## src/rtl/sdram_fb_writer.sv

```systemverilog
// Streams one frame of 8-bit pixel indices into SDRAM, one word per pixel.
// Optional frame checksum enabled by defining FB_WRITER_CHECKSUM_EN.
module sdram_fb_writer #(
  parameter int unsigned ADDR_W   = 25,
  parameter int unsigned DATA_W   = 16,
  parameter int unsigned FB_WORDS = 76800
) (
  input  logic              sdram_clk,
  input  logic              reset,
  input  logic              done,
  input  logic              start,
  input  logic [7:0]        pix_data,
  input  logic              pix_valid,
  output logic              pix_ready,
  output logic              write,
  output logic [ADDR_W-1:0] address,
  output logic [DATA_W-1:0] writedata,
  input  logic              waitrequest,
  output logic              busy,
  output logic              frame_done,
  output logic [15:0]       checksum
);

  localparam int unsigned       PIX_W     = 8;
  localparam logic [ADDR_W-1:0] LAST_ADDR = ADDR_W'(FB_WORDS - 1);

  typedef enum logic [1:0] {
    S_IDLE   = 2'd0,
    S_LOAD   = 2'd1,
    S_WRITE  = 2'd2,
    S_FINISH = 2'd3
  } state_e;

  state_e             state_q, state_d;
  logic [ADDR_W-1:0]  addr_q, addr_d;
  logic [PIX_W-1:0]   pix_q, pix_d;
  logic               pix_ready_q, pix_ready_d;
  logic               write_q, write_d;
  logic               busy_q, busy_d;
  logic               frame_done_q, frame_done_d;

  logic start_ok;
  logic accept;

  assign start_ok = (state_q == S_IDLE) && start && done;
  assign accept   = (state_q == S_WRITE) && done && !waitrequest;

  // State and datapath registers
  always_ff @(posedge sdram_clk or posedge reset) begin
    if (reset) begin
      state_q <= S_IDLE;
      addr_q  <= '0;
      pix_q   <= '0;
    end else begin
      state_q <= state_d;
      addr_q  <= addr_d;
      pix_q   <= pix_d;
    end
  end

  // Next state; losing done aborts the frame from any busy state
  always_comb begin
    state_d = state_q;
    addr_d  = addr_q;
    pix_d   = pix_q;
    unique case (state_q)
      S_IDLE: begin
        if (start_ok) begin
          state_d = S_LOAD;
          addr_d  = '0;
        end
      end
      S_LOAD: begin
        if (!done) begin
          state_d = S_IDLE;
          addr_d  = '0;
        end else if (pix_valid) begin
          pix_d   = pix_data;
          state_d = S_WRITE;
        end
      end
      S_WRITE: begin
        if (!done) begin
          state_d = S_IDLE;
          addr_d  = '0;
        end else if (accept) begin
          if (addr_q == LAST_ADDR) begin
            state_d = S_FINISH;
          end else begin
            addr_d  = addr_q + ADDR_W'(1);
            state_d = S_LOAD;
          end
        end
      end
      S_FINISH: begin
        state_d = S_IDLE;
        addr_d  = '0;
      end
      default: begin
        state_d = S_IDLE;
        addr_d  = '0;
      end
    endcase
  end

  // Outputs decoded from the next state so they register alongside it
  always_comb begin
    pix_ready_d  = 1'b0;
    write_d      = 1'b0;
    busy_d       = 1'b0;
    frame_done_d = 1'b0;
    unique case (state_d)
      S_IDLE:   ;
      S_LOAD:   begin pix_ready_d = 1'b1; busy_d = 1'b1; end
      S_WRITE:  begin write_d = 1'b1; busy_d = 1'b1; end
      S_FINISH: begin frame_done_d = 1'b1; busy_d = 1'b1; end
      default:  ;
    endcase
  end

  always_ff @(posedge sdram_clk or posedge reset) begin
    if (reset) begin
      pix_ready_q  <= 1'b0;
      write_q      <= 1'b0;
      busy_q       <= 1'b0;
      frame_done_q <= 1'b0;
    end else begin
      pix_ready_q  <= pix_ready_d;
      write_q      <= write_d;
      busy_q       <= busy_d;
      frame_done_q <= frame_done_d;
    end
  end

  assign pix_ready  = pix_ready_q;
  assign write      = write_q;
  assign busy       = busy_q;
  assign frame_done = frame_done_q;
  assign address    = addr_q;
  assign writedata  = DATA_W'(pix_q);

`ifdef FB_WRITER_CHECKSUM_EN
  logic [15:0] csum_q, csum_d;

  // Running sum of accepted words, restarted with each accepted frame request
  always_comb begin
    csum_d = csum_q;
    if (start_ok) begin
      csum_d = '0;
    end else if (accept) begin
      csum_d = csum_q + 16'(pix_q);
    end
  end

  always_ff @(posedge sdram_clk or posedge reset) begin
    if (reset) begin
      csum_q <= '0;
    end else begin
      csum_q <= csum_d;
    end
  end

  assign checksum = csum_q;
`else
  assign checksum = 16'h0000;
`endif

endmodule

```

## config.mk

```make
export PLATFORM = sky130hd
export DESIGN_NAME = sdram_fb_writer
export DESIGN_NICKNAME = d
export VERILOG_FILES = /design/src/rtl/sdram_fb_writer.sv
export SDC_FILE = /design/constraint.sdc
export NUM_CORES = 1
export LEC_CHECK = 0
export ABC_AREA = 0
export CORE_UTILIZATION = 32
export DETAILED_ROUTE_END_ITERATION = 6
export HOLD_SLACK_MARGIN = 0.15
export MAX_ROUTING_LAYER = met4
export PLACE_DENSITY_LB_ADDON = 0.12
export SLEW_MARGIN = 5
export SYNTH_ARGS = -nofsm -noshare
export SYNTH_HDL_FRONTEND = slang
export SYNTH_SLANG_ARGS = --single-unit
export TNS_END_PERCENT = 20
```

## constraint.sdc

```tcl
create_clock -name sdram_clk -period 3.9 [get_ports sdram_clk]
set_input_delay 0.585 -clock sdram_clk [delete_from_list [all_inputs] [get_ports sdram_clk]]
set_output_delay 0.585 -clock sdram_clk [all_outputs]
set_load 0.1 [all_outputs]
```

==> impl_metrics.toml <==
[synth]
avgSynthCellArea_um2 = 9.59
netlist_area_um2 = 2220
synthArstFlopShare = 1.00
ys_seq_area_frac = 0.439
ys.flop_type = "dfrtp_1"
synth-seq-cells = 39
synth-edff-count = 0
yosys_warnings = 0
synth_cell_types = 44
syn_inst = 232

[layout]
area_growth_pct = 25.0
drive_gt1_frac = 0.0996
utilization = 0.412
n_antenna_cell = 0
finalNetCount = 295

[die]
core_area_um2 = 6760
start_util = 0.329
dieArea_um2 = 7290
ios = 75
num_rows = 30
die_height_um = 85.4
dieWidth_um = 85.4

[worst_setup_path]
timing.rr.end = "pix_ready"
setup.worst_path.class = "reg2out"
worstPathMaxFanout = 8
timing.critical_path.to = "address[10]"
cpLargestDelayFamily = "buffers and inverters"
critPathArrivalTime_ps = 1960
worstSetupEndpointType = "primary output"
critPathLaunchType = "register"
r2r_setup_slack_ps = 1400
critPathBufInv = 1
worst-path-stages = 1
reg2reg_depth = 6
timing.rr.start = "address[12]"
required_ps = 3310
slowest_delay_ps = 1180
cp_slowest_cell = "clkdlybuf4s50_1"
crit_chain = "clkdlybuf4s50_1"
setup.worst_path.start = "address[10]"

[grt]
grt_pass1_vias = 1695
grt-ovfl-total = 0
antenna_found_initial = 0
grt_pass1_wl_mm = 8.14
grt_max_degree = 40
grt_util_all_layers = 0.147

[timing]
finClkSkew_ps = 6.37
setup_viol = 0
fmax_mhz = 393
drv_slew = 0
worst_pin_slew_ps = 983
relSlewSlack = 0.343
finalSetupTns_ps = 0
finalHoldViolations = 0
setup_ws_ps = 1350
finalCritPeriodShare = 0.653
timing.final.crit_period_ps = 2550
holdWs_ps = 508
rsz0062_at_grt = "false"

[routing]
vias_per_cell = 4.94
drtIter0Drc = 108
firstDrtPassIters = 4
antenna_left = 0
vias = 1784
post-route-drc-count = 0
routedWlPerCell_um = 13.3
drt-total-wl_mm = 4.79

[clocking]
clk_path_buf_depth = 2
cts.sinks = 39
cts_resized = 0
cts_root_buf = "clkbuf_8"
h-tree-depth = 2
cts_made_buffers = 5
worstSkewPairLatency_ps = 290
post_cts_buffers = 0
clk_pin_slew_ps = 80
cts_hold_buf = 0
cts_tree = "yes"

[run_status]
outcome = "finished, final reports clean"

[placement]
dp_slack_ps = 1180
place_congestion = 0.772
dp_hpwl_mm = 3.44
port_buffers = 50

[power]
power_w = 0.00117
ir_drop_mv = 0.294
power_leakage_nw = 1.17
p_per_area_nw_per_um2 = 421

[flow_run]
maxCapViolCount = 0

[hold_path]
hp-class = "reg2reg"
worst min path at each step:
stage               startpoint    endpoint  slack [ps]  cells after the start
floorplan           state_q[0]  address[1]         640                      3
global placement      pix_q[7]    pix_q[7]         490                      1
detailed placement    pix_q[0]    pix_q[0]         490                      1
CTS                   pix_q[0]    pix_q[0]         510                      1
global route          pix_q[2]    pix_q[2]         530                      1
finish                pix_q[0]    pix_q[0]         510                      1
power breakdown:
part,internal [W],switching [W],total [W]
Combinational,0.0000868,0.000367,0.000454
Sequential,0.000433,0.0000162,0.000450
Clock,0.000126,0.000140,0.000266
Total,0.000646,0.000524,0.00117
stage by stage:
step	area, um2	instances
floorplan	2310	255
global placement	2700	353
detailed placement	2700	353
CTS	2780	361
global route	2780	361
finish	2780	361
cell usage after synthesis (2+ instances only):
library cell | number | area (um2)
nand3b_1 | 2 | 15.0
a21oi_1 | 8 | 40.0
o21ai_1 | 15 | 75.1
buf_4 | 24 | 180
nor4_1 | 6 | 37.5
a31o_2 | 2 | 17.5
a21oi_2 | 6 | 52.6
clkbuf_1 | 7 | 26.3
dfrtp_1 | 39 | 976
nor3_1 | 4 | 20.0
nand4b_1 | 2 | 17.5
mux2_2 | 8 | 90.1
and3_1 | 6 | 37.5
nor2_1 | 15 | 56.3
o21ai_0 | 2 | 10.0
nand4_1 | 8 | 50.1
and4_1 | 4 | 35.0
and2_1 | 3 | 18.8
or3_1 | 14 | 87.6
nand3_1 | 14 | 70.1
inv_1 | 4 | 15.0
a211o_1 | 2 | 17.5
xnor2_1 | 7 | 61.3
nand2_1 | 10 | 37.5
layer usage:
metal | vias to the layer above | routed length, um | global-route usage
met5 | - | 0 | -
met2 | 59 | 2130 | 0.213
met4 | 0 | 26 | 0.0364
met1 | 842 | 2400 | 0.204
met3 | 2 | 231 | 0.0379
li1 | 881 | - | -
layout by cell type (no fill, tap or decap), types with 2 or more instances in the layout:
master            n
a211o_1           2
or3_1            14
o21ai_1          15
nor4_1            6
conb_1           24
clkbuf_8          5
and4_1            4
a21oi_2           6
and2_1            3
mux2_2            8
nor2_1           15
xnor2_1           7
buf_4             2
clkbuf_1          2
a21oi_1           8
nand4b_1          2
inv_1             4
nor3_1            4
and3_1            6
nand4_1           8
dfrtp_1          39
a31o_2            2
o21ai_0           2
nand3_1          14
clkdlybuf4s50_1  50
nand3b_1          2
nand2_1          10
sequential cells by signal (all words and copies together) (netlist names):
signal,count
pix_q,8
pix_ready,1
write,1
busy,1
address,25
frame_done,1
state_q,2
logic make-up after synthesis:
family          Yosys count  share of synthesized area
simple gates             98                      0.265
flops                    39                      0.439
buf+inv                  39                      0.110
compound gates           37                      0.102
mux                       9                     0.0450
xor+xnor                  8                     0.0315
fa+ha+maj                 1                    0.00562
other cells               1                    0.00169
final cells by class:
cell class	instances	area [um2]
Timing Repair Buffer	52	515
Clock inverter	1	5.00
Inverter	5	18.8
Fill cell	671	3980
Clock buffer	7	76.3
Multi-Input combinational cell	177	1090
Tap cell	80	100
Sequential cell	39	976
Note: power is estimated with default switching activity, not from simulation.
==> patch: new RTL, same flow settings <==
The parameter `DATA_W` goes from 16 to 32.
--- a/src/rtl/sdram_fb_writer.sv
+++ b/src/rtl/sdram_fb_writer.sv
@@ -2,7 +2,7 @@
 // Optional frame checksum enabled by defining FB_WRITER_CHECKSUM_EN.
 module sdram_fb_writer #(
   parameter int unsigned ADDR_W   = 25,
-  parameter int unsigned DATA_W   = 16,
+  parameter int unsigned DATA_W   = 32,
   parameter int unsigned FB_WORDS = 76800
 ) (
   input  logic              sdram_clk,
Ports: changed (resized writedata); port bits go from 75 to 91. No check against the original RTL was run, so the function may have changed too.
==> patch against the unedited design <==
Synthesized area rose by 5.4%. Final area rose by 2.6%. Critical path depth did not move. Routed wire length rose by 5.3%. Highest routed layer unchanged. Sequential cell count did not move. Critical endpoint unchanged. Total power rose by 4.6%. Setup slack improved by 0.017 ns.
==> patch: results <==
group,metric,value,unit
worst_setup_path,timing.critical_path.arrival,1.94,ns
timing,worst_case_headroom_to_the_max_slew_limit,0.345,
drt,detailroute.via_count,1878,
placed_design,dpl-instance-area,2780,um2
worst_setup_path,worst-r2r-setup-slack,1.39,ns
layout,drive_gt1_frac,0.0915,
worst_setup_path,critical-path-max-stage-delay,1.18,ns
synth,ys_top_cells_by_area,"sky130_fd_sc_hd__dfrtp_1, sky130_fd_sc_hd__buf_4, sky130_fd_sc_hd__mux2_2",
grt,grt_pass1_vias,1769,
drt,drtIter0Drc,78,
outcome,status,"completed",
grt,grt_first_pass_wirelength,8470,um
drt,wl,5040,um
worst_setup_path,crit_path_top_delay_cell,"sky130_fd_sc_hd__clkdlybuf4s50_1",
synth,synthArstFlopShare,1.00,
power_and_ir_drop,vdd_drop_max,0.000335,V
clock_tree,clock_tree.buffer_depth,2,
layout,largest_reg_flops,25,
timing,finalHoldWorstSlack,0.509,ns
power_and_ir_drop,static-leakage-power,1.22,nW
min_path,holdCritPathClass,"flop to flop",
clock_tree,clock_tree.htree_level_count,2,
placed_design,place_hpwl,3700,um
grt,grtUsageTotal,0.145,
grt,initial_antenna_violation_count,0,
worst_setup_path,path_max_fanout,8,
timing,final_skew,0.00551,ns
synth,synth-seq-area-share,0.416,
grt,grt_start_max_net_pins,22,
synth,synthTopCellsByCount,"sky130_fd_sc_hd__buf_4, sky130_fd_sc_hd__dfrtp_1, sky130_fd_sc_hd__nor2_1, sky130_fd_sc_hd__o21ai_1",
min_path,hp_start,"pix_q[7]$_DFFE_PP0P_",
placed_design,placed_cells,385,
drt,vias_per_cell,4.80,
placed_design,place_ws,1.18,ns
min_path,worstHoldEndpoint,"pix_q[7]$_DFFE_PP0P_",
layout,num-nets-final,311,
placed_design,gpl.final_weighted_congestion,0.747,
synth,synth_cells,248,
## patch: cell types whose count changed in the layout (fill, tap and decap cells not counted), sizes merged
cell,change
clkinv,-1
conb,+16
clkbuf,-1
## patch: power breakdown
group	internal (mW)	switching [mW]	leakage, nW	total [mW]
clock	0.119	0.131	0.0371	0.251
sequential	0.434	0.0173	0.526	0.451
combinational	0.0868	0.436	0.654	0.523
## patch: worst max-delay path by stage
stage                                 start                      end  slack (ns)  cells after the start
floorplan           address[13]$_DFFE_PP0P_   address[6]$_DFFE_PP0P_        1.28                      6
global placement                       done  address[18]$_DFFE_PP0P_        1.22                      5
detailed placement                     done      pix_ready$_DFF_PP0_        1.18                      7
CTS                 address[10]$_DFFE_PP0P_              address[10]        1.35                      1
global route        address[12]$_DFFE_PP0P_      pix_ready$_DFF_PP0_        1.25                      6
finish              address[10]$_DFFE_PP0P_              address[10]        1.37                      1
## patch: cell type report
type                       instances  area (um2)
timing repair buffer              52         515
sequential                        39         976
multi-input combinational        193        1150
clock buffer                       6        72.6
tap                               96         120
fill                             719        4090
inverter                           5        18.8
## patch: metal layers
metal  up-vias  wire length, um  track usage
li1        903                -            -
met1       898             2440        0.189
met5         -                0            -
met4         0               57       0.0402
met2        70             2320        0.230
met3         7              225       0.0292
## patch: kinds of logic (layout without fill, tap and decap cells)
logic type               Yosys count  in the layout  share of synthesized area
AO/OA/AOI/OAI                     37             37                     0.0971
adder cells (fa/ha/maj)            1              1                    0.00534
flip-flops                        39             39                      0.416
other                              1             40                    0.00160
XOR/XNOR                           8              8                     0.0299
AND/OR/NAND/NOR                   98             98                      0.251
multiplexers                       9              9                     0.0427
buffers and inverters             55             63                      0.156
